===== src/rtl/mem_access.sv =====
// mem_access: memory-access pipeline stage sitting directly after the ALU stage.
//
// Issues load/store transactions on a simple req/ack data-memory bus,
// places store data on byte lanes, sign/zero-extends load data and forwards
// all other instruction state to writeback. The pipeline is stalled while a
// bus transaction is outstanding.
//
// Ports
//   clk, rst                   clock, synchronous active-high reset
//   prev_*                     registered ALU-stage outputs (valid on prev_clk_en)
//   dmem_req/we/addr/wdata/wstrb  registered bus request, held until ack
//   dmem_ack, dmem_rdata       bus completion and read word (same cycle)
//   rd, rd_wdata, rd_w_en, rd_valid, pc, exception  writeback outputs
//   clk_en                     writeback outputs valid this cycle
//   stall                      holds the ALU stage and everything earlier

`ifndef OPCODE_WIDTH
  `define OPCODE_WIDTH 11
`endif
`ifndef LOAD
  `define LOAD 5
`endif
`ifndef STORE
  `define STORE 6
`endif
`ifndef EXCEPTION_WIDTH
  `define EXCEPTION_WIDTH 8
`endif
`ifndef LOAD_MISALIGNED
  `define LOAD_MISALIGNED 4
`endif
`ifndef STORE_MISALIGNED
  `define STORE_MISALIGNED 5
`endif
`ifndef LOAD_FAULT
  `define LOAD_FAULT 6
`endif
`ifndef STORE_FAULT
  `define STORE_FAULT 7
`endif

module mem_access #(
  parameter int unsigned OPCODE_WIDTH    = `OPCODE_WIDTH,
  parameter int unsigned EXCEPTION_WIDTH = `EXCEPTION_WIDTH,
  parameter int unsigned TIMEOUT_CYCLES  = 255
) (
  input  logic                       clk,
  input  logic                       rst,
  input  logic                       prev_clk_en,
  input  logic                       prev_flush,
  input  logic [OPCODE_WIDTH-1:0]    prev_opcode_type,
  input  logic [EXCEPTION_WIDTH-1:0] prev_exception,
  input  logic [2:0]                 prev_funct3,
  input  logic [31:0]                prev_alu_result,
  input  logic [31:0]                prev_rs2_data,
  input  logic [4:0]                 prev_rd,
  input  logic [31:0]                prev_rd_wdata,
  input  logic                       prev_rd_w_en,
  input  logic                       prev_rd_valid,
  input  logic [31:0]                prev_pc,
  output logic                       dmem_req,
  output logic                       dmem_we,
  output logic [31:0]                dmem_addr,
  output logic [31:0]                dmem_wdata,
  output logic [3:0]                 dmem_wstrb,
  input  logic                       dmem_ack,
  input  logic [31:0]                dmem_rdata,
  output logic [4:0]                 rd,
  output logic [31:0]                rd_wdata,
  output logic                       rd_w_en,
  output logic                       rd_valid,
  output logic [31:0]                pc,
  output logic [EXCEPTION_WIDTH-1:0] exception,
  output logic                       clk_en,
  output logic                       stall
);

  typedef enum logic {IDLE = 1'b0, REQ = 1'b1} state_e;

  state_e                     state_q;
  logic [31:0]                cnt_q;

  logic                       dmem_req_q;
  logic                       dmem_we_q;
  logic [31:0]                dmem_addr_q;
  logic [31:0]                dmem_wdata_q;
  logic [3:0]                 dmem_wstrb_q;

  logic [4:0]                 rd_q;
  logic [31:0]                rd_wdata_q;
  logic                       rd_w_en_q;
  logic                       rd_valid_q;
  logic [31:0]                pc_q;
  logic [EXCEPTION_WIDTH-1:0] exception_q;
  logic                       clk_en_q;

  // Instruction state captured at accept, consumed when the access ends.
  logic                       pend_load_q;
  logic [2:0]                 pend_funct3_q;
  logic [1:0]                 pend_off_q;
  logic [4:0]                 pend_rd_q;
  logic [31:0]                pend_rd_wdata_q;
  logic                       pend_rd_w_en_q;
  logic                       pend_rd_valid_q;
  logic [31:0]                pend_pc_q;
  logic [EXCEPTION_WIDTH-1:0] pend_exc_q;

  logic                       is_load;
  logic                       is_store;
  logic                       is_mem;
  logic                       accept;
  logic                       misaligned;
  logic                       timeout_hit;
  logic [1:0]                 off;
  logic [EXCEPTION_WIDTH-1:0] mis_exc;
  logic [EXCEPTION_WIDTH-1:0] fault_exc;
  logic [31:0]                st_wdata;
  logic [3:0]                 st_wstrb;
  logic [7:0]                 ld_byte;
  logic [15:0]                ld_half;
  logic [31:0]                ld_data;

  // Only the LOAD/STORE bits of the opcode type matter here.
  logic unused_opcode;
  assign unused_opcode = ^prev_opcode_type;

  always_comb begin
    is_load  = prev_opcode_type[`LOAD];
    is_store = prev_opcode_type[`STORE];
    is_mem   = is_load | is_store;
    accept   = (state_q == IDLE) && prev_clk_en && !prev_flush;
    off      = prev_alu_result[1:0];

    misaligned = 1'b0;
    if (is_mem) begin
      case (prev_funct3[1:0])
        2'b01:   misaligned = off[0];
        2'b10:   misaligned = (off != 2'b00);
        default: misaligned = 1'b0;
      endcase
    end

    mis_exc = '0;
    if (misaligned) begin
      if (is_load) mis_exc[`LOAD_MISALIGNED]  = 1'b1;
      else         mis_exc[`STORE_MISALIGNED] = 1'b1;
    end

    fault_exc = '0;
    if (pend_load_q) fault_exc[`LOAD_FAULT]  = 1'b1;
    else             fault_exc[`STORE_FAULT] = 1'b1;
  end

  // Store lane placement.
  always_comb begin
    case (prev_funct3[1:0])
      2'b00: begin
        st_wdata = {4{prev_rs2_data[7:0]}};
        st_wstrb = 4'b0001 << off;
      end
      2'b01: begin
        st_wdata = {2{prev_rs2_data[15:0]}};
        st_wstrb = 4'b0011 << off;
      end
      default: begin
        st_wdata = prev_rs2_data;
        st_wstrb = 4'b1111;
      end
    endcase
  end

  // Load extraction and extension, using the offset/size captured at accept.
  always_comb begin
    case (pend_off_q)
      2'd0:    ld_byte = dmem_rdata[7:0];
      2'd1:    ld_byte = dmem_rdata[15:8];
      2'd2:    ld_byte = dmem_rdata[23:16];
      default: ld_byte = dmem_rdata[31:24];
    endcase
    ld_half = pend_off_q[1] ? dmem_rdata[31:16] : dmem_rdata[15:0];
    case (pend_funct3_q)
      3'b000:  ld_data = {{24{ld_byte[7]}}, ld_byte};
      3'b001:  ld_data = {{16{ld_half[15]}}, ld_half};
      3'b100:  ld_data = {24'b0, ld_byte};
      3'b101:  ld_data = {16'b0, ld_half};
      default: ld_data = dmem_rdata;
    endcase
  end

  // The counter holds the number of completed ack-less REQ cycles, so the
  // limit is hit on the edge that would make it equal TIMEOUT_CYCLES.
  always_comb begin
    timeout_hit = (TIMEOUT_CYCLES != 0) && (state_q == REQ) && !dmem_ack &&
                  (cnt_q == TIMEOUT_CYCLES - 1);
  end

  assign stall = (state_q == REQ) && !dmem_ack && !timeout_hit;

  always_ff @(posedge clk) begin
    if (rst) begin
      state_q         <= IDLE;
      cnt_q           <= '0;
      dmem_req_q      <= 1'b0;
      dmem_we_q       <= 1'b0;
      dmem_addr_q     <= '0;
      dmem_wdata_q    <= '0;
      dmem_wstrb_q    <= '0;
      rd_q            <= '0;
      rd_wdata_q      <= '0;
      rd_w_en_q       <= 1'b0;
      rd_valid_q      <= 1'b0;
      pc_q            <= '0;
      exception_q     <= '0;
      clk_en_q        <= 1'b0;
      pend_load_q     <= 1'b0;
      pend_funct3_q   <= '0;
      pend_off_q      <= '0;
      pend_rd_q       <= '0;
      pend_rd_wdata_q <= '0;
      pend_rd_w_en_q  <= 1'b0;
      pend_rd_valid_q <= 1'b0;
      pend_pc_q       <= '0;
      pend_exc_q      <= '0;
    end else begin
      clk_en_q <= 1'b0;
      case (state_q)
        IDLE: begin
          if (accept) begin
            if (is_mem && !misaligned) begin
              state_q         <= REQ;
              cnt_q           <= '0;
              dmem_req_q      <= 1'b1;
              dmem_we_q       <= !is_load;
              dmem_addr_q     <= {prev_alu_result[31:2], 2'b00};
              dmem_wdata_q    <= is_load ? '0 : st_wdata;
              dmem_wstrb_q    <= is_load ? '0 : st_wstrb;
              pend_load_q     <= is_load;
              pend_funct3_q   <= prev_funct3;
              pend_off_q      <= off;
              pend_rd_q       <= prev_rd;
              pend_rd_wdata_q <= prev_rd_wdata;
              pend_rd_w_en_q  <= prev_rd_w_en;
              pend_rd_valid_q <= prev_rd_valid;
              pend_pc_q       <= prev_pc;
              pend_exc_q      <= prev_exception;
            end else begin
              clk_en_q    <= 1'b1;
              rd_q        <= prev_rd;
              rd_wdata_q  <= prev_rd_wdata;
              rd_w_en_q   <= prev_rd_w_en & !misaligned;
              rd_valid_q  <= prev_rd_valid;
              pc_q        <= prev_pc;
              exception_q <= prev_exception | mis_exc;
            end
          end
        end
        REQ: begin
          if (dmem_ack) begin
            state_q     <= IDLE;
            dmem_req_q  <= 1'b0;
            clk_en_q    <= 1'b1;
            rd_q        <= pend_rd_q;
            rd_wdata_q  <= pend_load_q ? ld_data : pend_rd_wdata_q;
            rd_w_en_q   <= pend_load_q & pend_rd_w_en_q;
            rd_valid_q  <= pend_load_q | pend_rd_valid_q;
            pc_q        <= pend_pc_q;
            exception_q <= pend_exc_q;
          end else if (timeout_hit) begin
            state_q     <= IDLE;
            dmem_req_q  <= 1'b0;
            clk_en_q    <= 1'b1;
            rd_q        <= pend_rd_q;
            rd_wdata_q  <= pend_rd_wdata_q;
            rd_w_en_q   <= 1'b0;
            rd_valid_q  <= pend_rd_valid_q;
            pc_q        <= pend_pc_q;
            exception_q <= pend_exc_q | fault_exc;
          end else begin
            cnt_q <= cnt_q + 32'd1;
          end
        end
        default: state_q <= IDLE;
      endcase
    end
  end

  assign dmem_req   = dmem_req_q;
  assign dmem_we    = dmem_we_q;
  assign dmem_addr  = dmem_addr_q;
  assign dmem_wdata = dmem_wdata_q;
  assign dmem_wstrb = dmem_wstrb_q;
  assign rd         = rd_q;
  assign rd_wdata   = rd_wdata_q;
  assign rd_w_en    = rd_w_en_q;
  assign rd_valid   = rd_valid_q;
  assign pc         = pc_q;
  assign exception  = exception_q;
  assign clk_en     = clk_en_q;

endmodule

===== config.mk =====
export PLATFORM = sky130hd
export DESIGN_NAME = mem_access
export DESIGN_NICKNAME = d
export VERILOG_FILES = /design/src/rtl/mem_access.sv
export SDC_FILE = /design/constraint.sdc
export NUM_CORES = 1
export LEC_CHECK = 0
export CAP_MARGIN = 20
export CORE_ASPECT_RATIO = 0.5
export CORE_MARGIN = 4
export CORE_UTILIZATION = 48
export DETAILED_ROUTE_END_ITERATION = 12
export PLACE_DENSITY = 0.88
export RECOVER_POWER = 50
export SKIP_CTS_REPAIR_TIMING = 1
export SLEW_MARGIN = 20
export SYNTH_ARGS = -nofsm -noshare
export SYNTH_HDL_FRONTEND = slang
export SYNTH_SLANG_ARGS = --single-unit

===== constraint.sdc =====
create_clock -name clk -period 3.1 [get_ports clk]
set_input_delay 0.465 -clock clk [delete_from_list [all_inputs] [get_ports clk]]
set_output_delay 0.465 -clock clk [all_outputs]
set_load 0.005 [all_outputs]

==> results.sh, run 1 <==
export IMPL_clkSlewWorstSetupHoldPaths_ns=0.07
export IMPL_synth_main_ff_cell="dfxtp_1"
export IMPL_worstSetupEndpointType="register"
export IMPL_synth_edf_count=0
export IMPL_power_density_nw_per_um2=492
export IMPL_grt_pass1_wl_um=61200
export IMPL_setup_viol=0
export IMPL_gp_congestion=0.921
export IMPL_gr_usage_all_layers_pct=26.9
export IMPL_grt_setup_unrepaired="no"
export IMPL_synth_simple_area_share_pct=20.2
export IMPL_crit_chain="dlygate4sd3_1 -> inv_1 -> ha_1 -> nand3_1 -> and3_1 -> nand2_4 -> nor3_1 -> clkbuf_1 -> a22o_1"
export IMPL_cts_sinks=266
export IMPL_antenna_found_initial=0
export IMPL_wl_per_cell_um=18.9
export IMPL_hold_violations=0
export IMPL_synth_area_um2=12200
export IMPL_fin_nets=1950
export IMPL_hold_class="primary input to register"
export IMPL_start_kind="primary input"
export IMPL_synth_seq_cells=266
export IMPL_grt_pass1_vias=11137
export IMPL_drtPass1Iterations=6
export IMPL_remaining_drc_errors=0
export IMPL_fmax_ghz=0.355
export IMPL_grt_max_degree=128
export IMPL_period_share_pct=90.8
export IMPL_slowest_delay_ns=0.66
export IMPL_synth_mux_area_share_pct=7.54
export IMPL_p_int_mw=6.13
export IMPL_ys_seq_area_share_pct=43.8
export IMPL_dp_cells=2060
export IMPL_worst_pin_slew_ns=0.817
export IMPL_cts_tree="yes"
export IMPL_synth_adder_area_share_pct=0.515
export IMPL_period_needed_ns=2.81
export IMPL_routed_wl_um=39700
export IMPL_rows=40
export IMPL_die_area_um2=28100
export IMPL_synth_top_family_by_area="compound AO/OA/AOI/OAI gates"
export IMPL_crit_type="primary input to register"
export IMPL_synth_compound_area_share_pct=22.5
export IMPL_vias_per_cell=5.72
export IMPL_die_h_um=121
export IMPL_worstPathMaxFanout=16
export IMPL_area_growth_pct=36.9
export IMPL_yosysUniqueCellTypes=66
export IMPL_drtIter0Drc=1189
export IMPL_synthXorXnorAreaFrac_pct=0.216
export IMPL_cts_buffer_depth=3
export IMPL_outcome="complete, no violations"
export IMPL_top_level_ports=345
export IMPL_clk_latency_ns=0.53
export IMPL_cts_root_buf="clkbuf_16"
export IMPL_p_seq_share_pct=44.7
export IMPL_cap_violations=0
export IMPL_p_clk_share_pct=39.8
export IMPL_setup_tns_ns=0
export IMPL_cts_htree_levels=1
export IMPL_yosys_warnings=0
export IMPL_drive_above_1_share_pct=7.01
export IMPL_syn_inst=1470
export IMPL_cp_slowest_cell="dlygate4sd3_1"
export IMPL_clock_skew_ns=0.00967
export IMPL_comb_power_share_pct=15.4
export IMPL_avgSynthCellArea_um2=8.27
export IMPL_cp_data_required_time_ns=3.57
export IMPL_antenna_cells=0
export IMPL_die_w_um=233
export IMPL_drv_slew=0
export IMPL_core_um2=24400
export IMPL_port_buffer_count=333
export IMPL_switchingPower_mw=2.07
export IMPL_n_fill_cell=1919
export IMPL_peakVddDrop_mv=0.397
export IMPL_dp_hpwl_um=27400
export IMPL_holdWs_ns=0.238
export IMPL_cts_inserted_buffers=24
export IMPL_stdcell_count=2104
export IMPL_sw_frac_of_total_pct=25.2
export IMPL_synthArstFlopShare_pct=0
export IMPL_start_util_pct=49.8
export IMPL_slew_headroom_pct=45.5
export IMPL_vias=12035
export IMPL_grt_overflow=0
export IMPL_power_leakage_nw=6.26
export IMPL_ant_nets=0
export IMPL_arrival_ns=3.28
[worst paths after layout]
| check | from | endpoint | slack [ns] | depth (start not counted) |
|---|---|---|---|---|
| max | prev_funct3[0] | dmem_wdata[1] | 0.29 | 9 |
| min | rst | cnt_q[1] | 0.24 | 2 |
| max reg2reg | cnt_q[1] | rd_wdata[2] | 0.36 | 9 |
| min reg2reg | dmem_we | dmem_we | 0.45 | 2 |
[cell usage after synthesis (all sizes together), types with 3 or more instances]
| library cell | count | area share (%) |
|---|---|---|
| a22oi | 11 | 0.68 |
| and3b | 8 | 0.58 |
| buf | 43 | 2.2 |
| ha | 5 | 0.51 |
| and2 | 3 | 0.15 |
| nor2b | 25 | 1.3 |
| o211ai | 9 | 0.80 |
| a22o | 19 | 1.4 |
| and3 | 4 | 0.21 |
| a311oi | 3 | 0.22 |
| inv | 14 | 0.43 |
| nand2b | 35 | 1.8 |
| or3 | 6 | 0.31 |
| o41ai | 5 | 0.67 |
| o22ai | 8 | 0.41 |
| mux2i | 60 | 4.9 |
| a31oi | 3 | 0.15 |
| a21oi | 217 | 9.0 |
| nor4 | 4 | 0.21 |
| nor2 | 44 | 1.4 |
| xor2 | 3 | 0.22 |
| a211oi | 49 | 3.1 |
| nand2 | 316 | 9.8 |
| clkbuf | 82 | 2.5 |
| dfxtp | 266 | 44 |
| nand3 | 27 | 1.1 |
| nor3 | 12 | 0.58 |
| o31ai | 11 | 0.79 |
| nand4 | 19 | 0.98 |
| o221ai | 3 | 0.22 |
| a221oi | 16 | 1.2 |
| mux4 | 3 | 0.56 |
| nor4bb | 4 | 0.33 |
| o21a | 5 | 0.31 |
| o21ai | 75 | 3.1 |
| mux2 | 22 | 2.0 |
| or4 | 13 | 0.80 |
[critical path, delay by kind of cell]
kind                       cells  cell delay, ns
AOI/OAI and AO/OA              1            0.25
adders and majority gates      1            0.33
buffers and inverters          3            1.30
and+or+nand+nor                4            0.92
[power by group through the flow]
stage	Clock (mW)	Combinational, mW	Sequential [mW]
2_1_floorplan	0	0.590	3.74
3_3_place_gp	0	1.28	3.74
3_5_place_dp	0	1.30	3.75
4_1_cts	3.32	1.31	3.67
5_1_grt	3.47	1.37	3.68
6_report	3.26	1.26	3.67
[routing by layer]
metal | vias to the layer above | routed length, um | GRT usage (%)
li1 | 5768 | - | -
met1 | 5638 | 16300 | 36.1
met2 | 529 | 19100 | 45.0
met3 | 100 | 2740 | 4.19
met4 | 0 | 1510 | 8.20
met5 | - | 0 | 0
[sequential cells by signal, summed over array words and instances (netlist names), 2 cells and up]
signal           cells
exception            8
dmem_wstrb           4
cnt_q               32
pend_pc_q           32
rd                   5
pend_funct3_q        3
pend_rd_q            5
rd_wdata            32
pend_rd_wdata_q     32
dmem_addr           30
pend_off_q           2
pc                  32
pend_exc_q           8
dmem_wdata          32
[metrics by stage]
stage / worst slack (ns) / total power [mW] / instance area [um^2] / utilization (%)
3_3_place_gp: 0.104 / 5.02 / 15800 / 64.7
4_1_cts: -0.0236 / 8.30 / 16700 / 68.2
5_1_grt: 0.141 / 8.52 / 16600 / 68.1
3_5_place_dp: -0.00902 / 5.04 / 15800 / 64.7
6_report: 0.285 / 8.19 / 16600 / 68.1
2_1_floorplan: 0.379 / 4.33 / 12200 / -
[area by class of cell]
cell class                 count  area (um^2)  area share, %
multi-input combinational   1066         6230           37.4
sequential                   266         5330           32.0
timing repair buffer         379         3740           22.5
clock buffer                  32          692           4.16
tap                          336          420           2.53
clock inverter                11          170           1.02
inverter                      14         52.6          0.316
[cells in the final DEF (no fill, tap or decap), types with 5 or more instances in the layout]
master,netlist,final
nand2_1,314,314
dfxtp_1,266,265
a21oi_1,216,215
clkdlybuf4s50_1,0,182
dlygate4sd3_1,0,149
o21ai_0,69,69
mux2i_1,60,60
a211oi_1,48,48
nor2_1,42,42
nand2b_1,35,35
buf_4,7,34
nand3_1,27,27
nor2b_1,25,25
clkbuf_16,0,25
nand4_1,19,19
a22o_1,19,19
a221oi_1,16,16
inv_1,13,13
or4_1,13,13
mux2_1,12,12
a22oi_1,11,11
nor3_1,10,10
mux2_2,10,10
o31ai_1,10,10
o22ai_1,8,8
and3b_1,8,8
clkbuf_1,82,7
o211ai_2,6,6
o21ai_1,6,6
or3_1,6,6
buf_12,0,6
o41ai_2,5,5
o21a_1,5,5
ha_1,5,5
clkinv_2,0,5
[logic make-up (layout without fill, tap and decap cells)]
| group | after synthesis | after routing |
|---|---|---|
| AOI/OAI and AO/OA | 443 | 443 |
| xor gates and xnor gates | 3 | 3 |
| adders and majority gates | 5 | 5 |
| buffers and inverters | 139 | 436 |
| DFF | 266 | 266 |
| muxes | 85 | 85 |
| other | 1 | 2 |
| and+or+nand+nor | 528 | 528 |
Note: power is estimated with default switching activity, not from simulation.
==> run 2: changes to the inputs <==
--- a/config.mk
+++ b/config.mk
@@ -7,7 +7,7 @@
 export LEC_CHECK = 0
 export CAP_MARGIN = 20
 export CORE_ASPECT_RATIO = 0.5
-export CORE_MARGIN = 4
+export CORE_MARGIN = 10
 export CORE_UTILIZATION = 48
 export DETAILED_ROUTE_END_ITERATION = 12
 export PLACE_DENSITY = 0.88
==> run 2 against run 1 <==
Sequential power about the same. Register-to-register slack lost 0.13 ns. Setup slack got worse by 0.058 ns. First-iteration DRC count is 3.5% higher. Utilization fell by 1.7 points. Die area up 16%. Sequential cell count is the same.
==> results.sh, run 2 (same netlist as run 1, synthesis figures left out) <==
export IMPL_die_w_um=245
export IMPL_antenna_found_initial=3
export IMPL_pre_cts_ws_ns=0.0741
export IMPL_reg2reg_from="cnt_q[0]"
export IMPL_setup_slack_ns=0.228
export IMPL_final_common_cell="nand2_1"
export IMPL_gr_usage_all_layers_pct=24.3
export IMPL_clk_latency_ns=0.53
export IMPL_rows=41
export IMPL_fmax_ghz=0.348
export IMPL_crit_chain="inv_1 -> ha_1 -> nor4b_2 -> nand4_1 -> o31ai_4 -> clkbuf_2 -> a21oi_1 -> a211oi_1"
export IMPL_peakVddDrop_mv=0.322
export IMPL_drive_above_1_share_pct=6.96
export IMPL_cp_slowest_cell="clkbuf_2"
export IMPL_grt_setup_unrepaired="no"
export IMPL_cts_htree_levels=1
export IMPL_cts_tree="yes"
export IMPL_final_cell_mix="nand2_1, dfxtp_1, a21oi_1"
export IMPL_dpl_cell_area_um2=15800
export IMPL_cap_violations=0
export IMPL_gp_congestion=0.942
export IMPL_vias=12118
export IMPL_drtPass1Iterations=5
export IMPL_power_density_nw_per_um2=489
export IMPL_crit_end="pc[11]"
export IMPL_holdWs_ns=0.377
export IMPL_cp_num_cells=8
export IMPL_r2r_cells=8
export IMPL_cp_num_buf_inv=2
export IMPL_dp_cells=2065
export IMPL_routed_wl_um=41800
export IMPL_period_needed_ns=2.87
export IMPL_worstPathMaxFanout=33
export IMPL_start_util_pct=48.5
export IMPL_stdcell_count=2113
export IMPL_grt_max_degree=88
export IMPL_drv_slew=0
export IMPL_remaining_drc_errors=0
export IMPL_hold_class="primary input to register"
export IMPL_grt_pass1_wl_um=64900
export IMPL_dp_hpwl_um=29200
export IMPL_cts_inserted_buffers=24
export IMPL_slew_headroom_pct=35.3
export IMPL_reg2reg_slack_ns=0.23
export IMPL_arrival_ns=3.31
export IMPL_startpoint="cnt_q[0]"
export IMPL_cts_buffer_depth=3
export IMPL_power_leakage_nw=6.24
export IMPL_fin_nets=1949
export IMPL_setup_viol=0
export IMPL_clkSlewWorstSetupHoldPaths_ns=0.07
export IMPL_period_share_pct=92.7
export IMPL_clock_skew_ns=0.0127
export IMPL_top_level_ports=345
export IMPL_power_mw=8.13
export IMPL_core_um2=25000
export IMPL_cts_root_buf="clkbuf_16"
export IMPL_wl_per_cell_um=19.8
export IMPL_vias_per_cell=5.73
export IMPL_worstSetupEndpointType="register"
export IMPL_die_h_um=133
export IMPL_cts_sinks=266
export IMPL_setup_tns_ns=0
export IMPL_cp_data_required_time_ns=3.54
export IMPL_crit_type="register to register"
export IMPL_stdcell_area_um2=16600
export IMPL_r2r_end="pc[11]"
export IMPL_port_buffer_count=333
export IMPL_critPathTopFamily="compound AO/OA/AOI/OAI gates"
export IMPL_worst_pin_slew_ns=0.970
export IMPL_grt_overflow=0
export IMPL_drtIter0Drc=1231
export IMPL_area_growth_pct=36.9
export IMPL_ant_nets=0
export IMPL_hold_violations=0
export IMPL_grt_pass1_vias=11518
export IMPL_slowest_delay_ns=0.71
export IMPL_final_util_pct=66.5
export IMPL_die_area_um2=32500
export IMPL_outcome="complete, no violations"
export IMPL_start_kind="register"
run 2: final cells by class:
type                       count  area [um^2]
fill                        1979         8400
clock buffer                  33          716
multi-input combinational   1066         6210
tap                          344          430
antenna                        3         7.51
sequential                   266         5330
clock inverter                 9          125
timing repair buffer         378         3770
inverter                      14         52.6
run 2: how the worst min path moves through the flow:
| stage | start | endpoint | slack [ns] | depth (start not counted) |
|---|---|---|---|---|
| floorplan | pend_exc_q[4] | pend_exc_q[4] | 0.43 | 2 |
| global placement | dmem_we | dmem_we | 0.43 | 2 |
| detailed placement | dmem_wdata[10] | dmem_wdata[10] | 0.44 | 2 |
| CTS | rst | pend_rd_wdata_q[23] | 0.36 | 2 |
| global route | rst | pend_rd_wdata_q[16] | 0.39 | 2 |
| finish | rst | pend_rd_wdata_q[29] | 0.38 | 2 |
run 2: metal layers:
metal	part of all wire [%]	track usage, %	wire [um]	vias up
li1	-	-	-	5769
met3	5.7	3.88	2370	100
met2	50	42.0	21000	429
met4	4.3	9.67	1780	0
met1	40	29.7	16600	5820
met5	0	0	0	-
run 2: report_power, final:
part           switching (mW)  total [mW]  internal (mW)
logic                   0.630        1.27          0.636
clock network            1.33        3.19           1.86
registers              0.0884        3.67           3.58
total                    2.05        8.13           6.08
==> run 3: changes to the inputs <==
--- a/config.mk
+++ b/config.mk
@@ -7,7 +7,7 @@
 export LEC_CHECK = 0
 export CAP_MARGIN = 20
 export CORE_ASPECT_RATIO = 0.5
-export CORE_MARGIN = 10
+export CORE_MARGIN = 3
 export CORE_UTILIZATION = 48
 export DETAILED_ROUTE_END_ITERATION = 12
 export PLACE_DENSITY = 0.88
==> run 3 against run 2 <==
Global-route usage increased by 3.2 points. Power rose by 1.2%. Maximum frequency rose by 3.1%. Worst hold slack lost 0.032 ns. Die area fell by 16%. Non-clock buffer count is 4 lower. Clock-buffer cell count down 3. Setup slack improved by 0.087 ns. Sequential power about the same. Critical path depth rose by 1. Design area hardly changed. Sequential share of layout area about the same. Critical path type unchanged. Largest power group unchanged.
==> results.sh, run 3 (same netlist as run 1, synthesis figures left out) <==
export IMPL_period_share_pct=89.8
export IMPL_cts_htree_levels=1
export IMPL_drtPass1Iterations=6
export IMPL_core_um2=24400
export IMPL_drtIter0Drc=1315
export IMPL_die_h_um=119
export IMPL_routed_wl_um=39700
export IMPL_die_area_um2=27400
export IMPL_ant_nets=0
export IMPL_cts_tree="yes"
export IMPL_vias_per_cell=5.82
export IMPL_area_growth_pct=36.9
export IMPL_grt_overflow=0
export IMPL_cts_root_buf="clkbuf_16"
export IMPL_critPathTopFamily="buffers and inverters"
export IMPL_cp_slowest_cell="clkbuf_4"
export IMPL_crit_chain="inv_1 -> ha_1 -> nor4b_2 -> nand4_1 -> o31ai_4 -> buf_4 -> clkbuf_4 -> a21oi_1 -> a211oi_1"
export IMPL_grt_pass1_vias=11344
export IMPL_grt_pass1_wl_um=61600
export IMPL_drv_slew=0
export IMPL_gr_usage_all_layers_pct=27.5
export IMPL_cap_violations=0
export IMPL_pre_cts_ws_ns=0.0987
export IMPL_grt_max_degree=93
export IMPL_wl_per_cell_um=18.9
export IMPL_worstPathMaxFanout=54
export IMPL_top_level_ports=345
export IMPL_slew_headroom_pct=47.4
export IMPL_period_needed_ns=2.78
export IMPL_power_leakage_nw=6.24
export IMPL_die_w_um=231
export IMPL_cts_inserted_buffers=25
export IMPL_clkSlewWorstSetupHoldPaths_ns=0.07
export IMPL_clk_latency_ns=0.53
export IMPL_arrival_ns=3.21
export IMPL_holdWs_ns=0.346
export IMPL_hold_violations=0
export IMPL_setup_viol=0
export IMPL_fmax_ghz=0.359
export IMPL_vias=12245
export IMPL_final_common_cell="nand2_1"
export IMPL_cp_data_required_time_ns=3.53
export IMPL_cp_num_buf_inv=3
export IMPL_start_util_pct=49.8
export IMPL_start_kind="register"
export IMPL_crit_type="register to register"
export IMPL_power_mw=8.22
export IMPL_worst_pin_slew_ns=0.788
export IMPL_fin_nets=1946
export IMPL_grt_setup_unrepaired="no"
export IMPL_clock_skew_ns=0.0158
export IMPL_hold_class="primary input to register"
export IMPL_final_cell_mix="nand2_1, dfxtp_1, a21oi_1"
export IMPL_outcome="complete, no violations"
export IMPL_drive_above_1_share_pct=7.03
export IMPL_peakVddDrop_mv=0.412
export IMPL_gp_congestion=0.928
export IMPL_rows=40
export IMPL_setup_tns_ns=0
export IMPL_remaining_drc_errors=0
export IMPL_antenna_found_initial=5
export IMPL_port_buffer_count=333
export IMPL_dp_hpwl_um=26800
export IMPL_setup_slack_ns=0.315
export IMPL_worstSetupEndpointType="register"
export IMPL_power_density_nw_per_um2=494
export IMPL_cts_sinks=266
export IMPL_cts_buffer_depth=3
export IMPL_slowest_delay_ns=0.54
==> run 3: layer usage <==
layer	GRT usage, %	part of all wire [%]	wire length [um]
met1	35.9	41	16500
met2	45.1	48	19000
met3	5.35	6.5	2600
met4	10.5	4.0	1600
met5	0	0.030	12
==> run 3: final timing paths <==
kind	start	to	slack (ns)	cells past startpoint
setup / recovery	cnt_q[0]	pc[12]	0.32	9
setup reg to reg	cnt_q[0]	pc[12]	0.32	9
hold / removal	rst	pend_rd_wdata_q[23]	0.35	2
hold reg to reg	dmem_wdata[13]	dmem_wdata[13]	0.45	2
==> run 3: report_power, final <==
group | switching [mW] | leakage, nW | internal, mW
Clock | 1.38 | 0.438 | 1.92
Combinational | 0.616 | 3.64 | 0.632
Sequential | 0.0979 | 2.16 | 3.58
==> run 3: stage by stage <==
step | util (%) | cell area (um^2) | cells
finish | 68.1 | 16600 | 2105
global route | 68.1 | 16600 | 2105
CTS | 68.0 | 16600 | 2096
detailed placement | 64.4 | 15700 | 2051
global placement | 64.4 | 15700 | 2051
floorplan | - | 12200 | 1471
==> run 3: cell type report <==
type                    count  area [um^2]
diodes                      4         10.0
clock buffers              30          684
clock inverters            15          194
fillers                  1887         7790
inverters                  14         52.6
multi-input cells        1066         6210
flip-flops and latches    266         5330
well taps                 336          420
repair buffers            374         3740
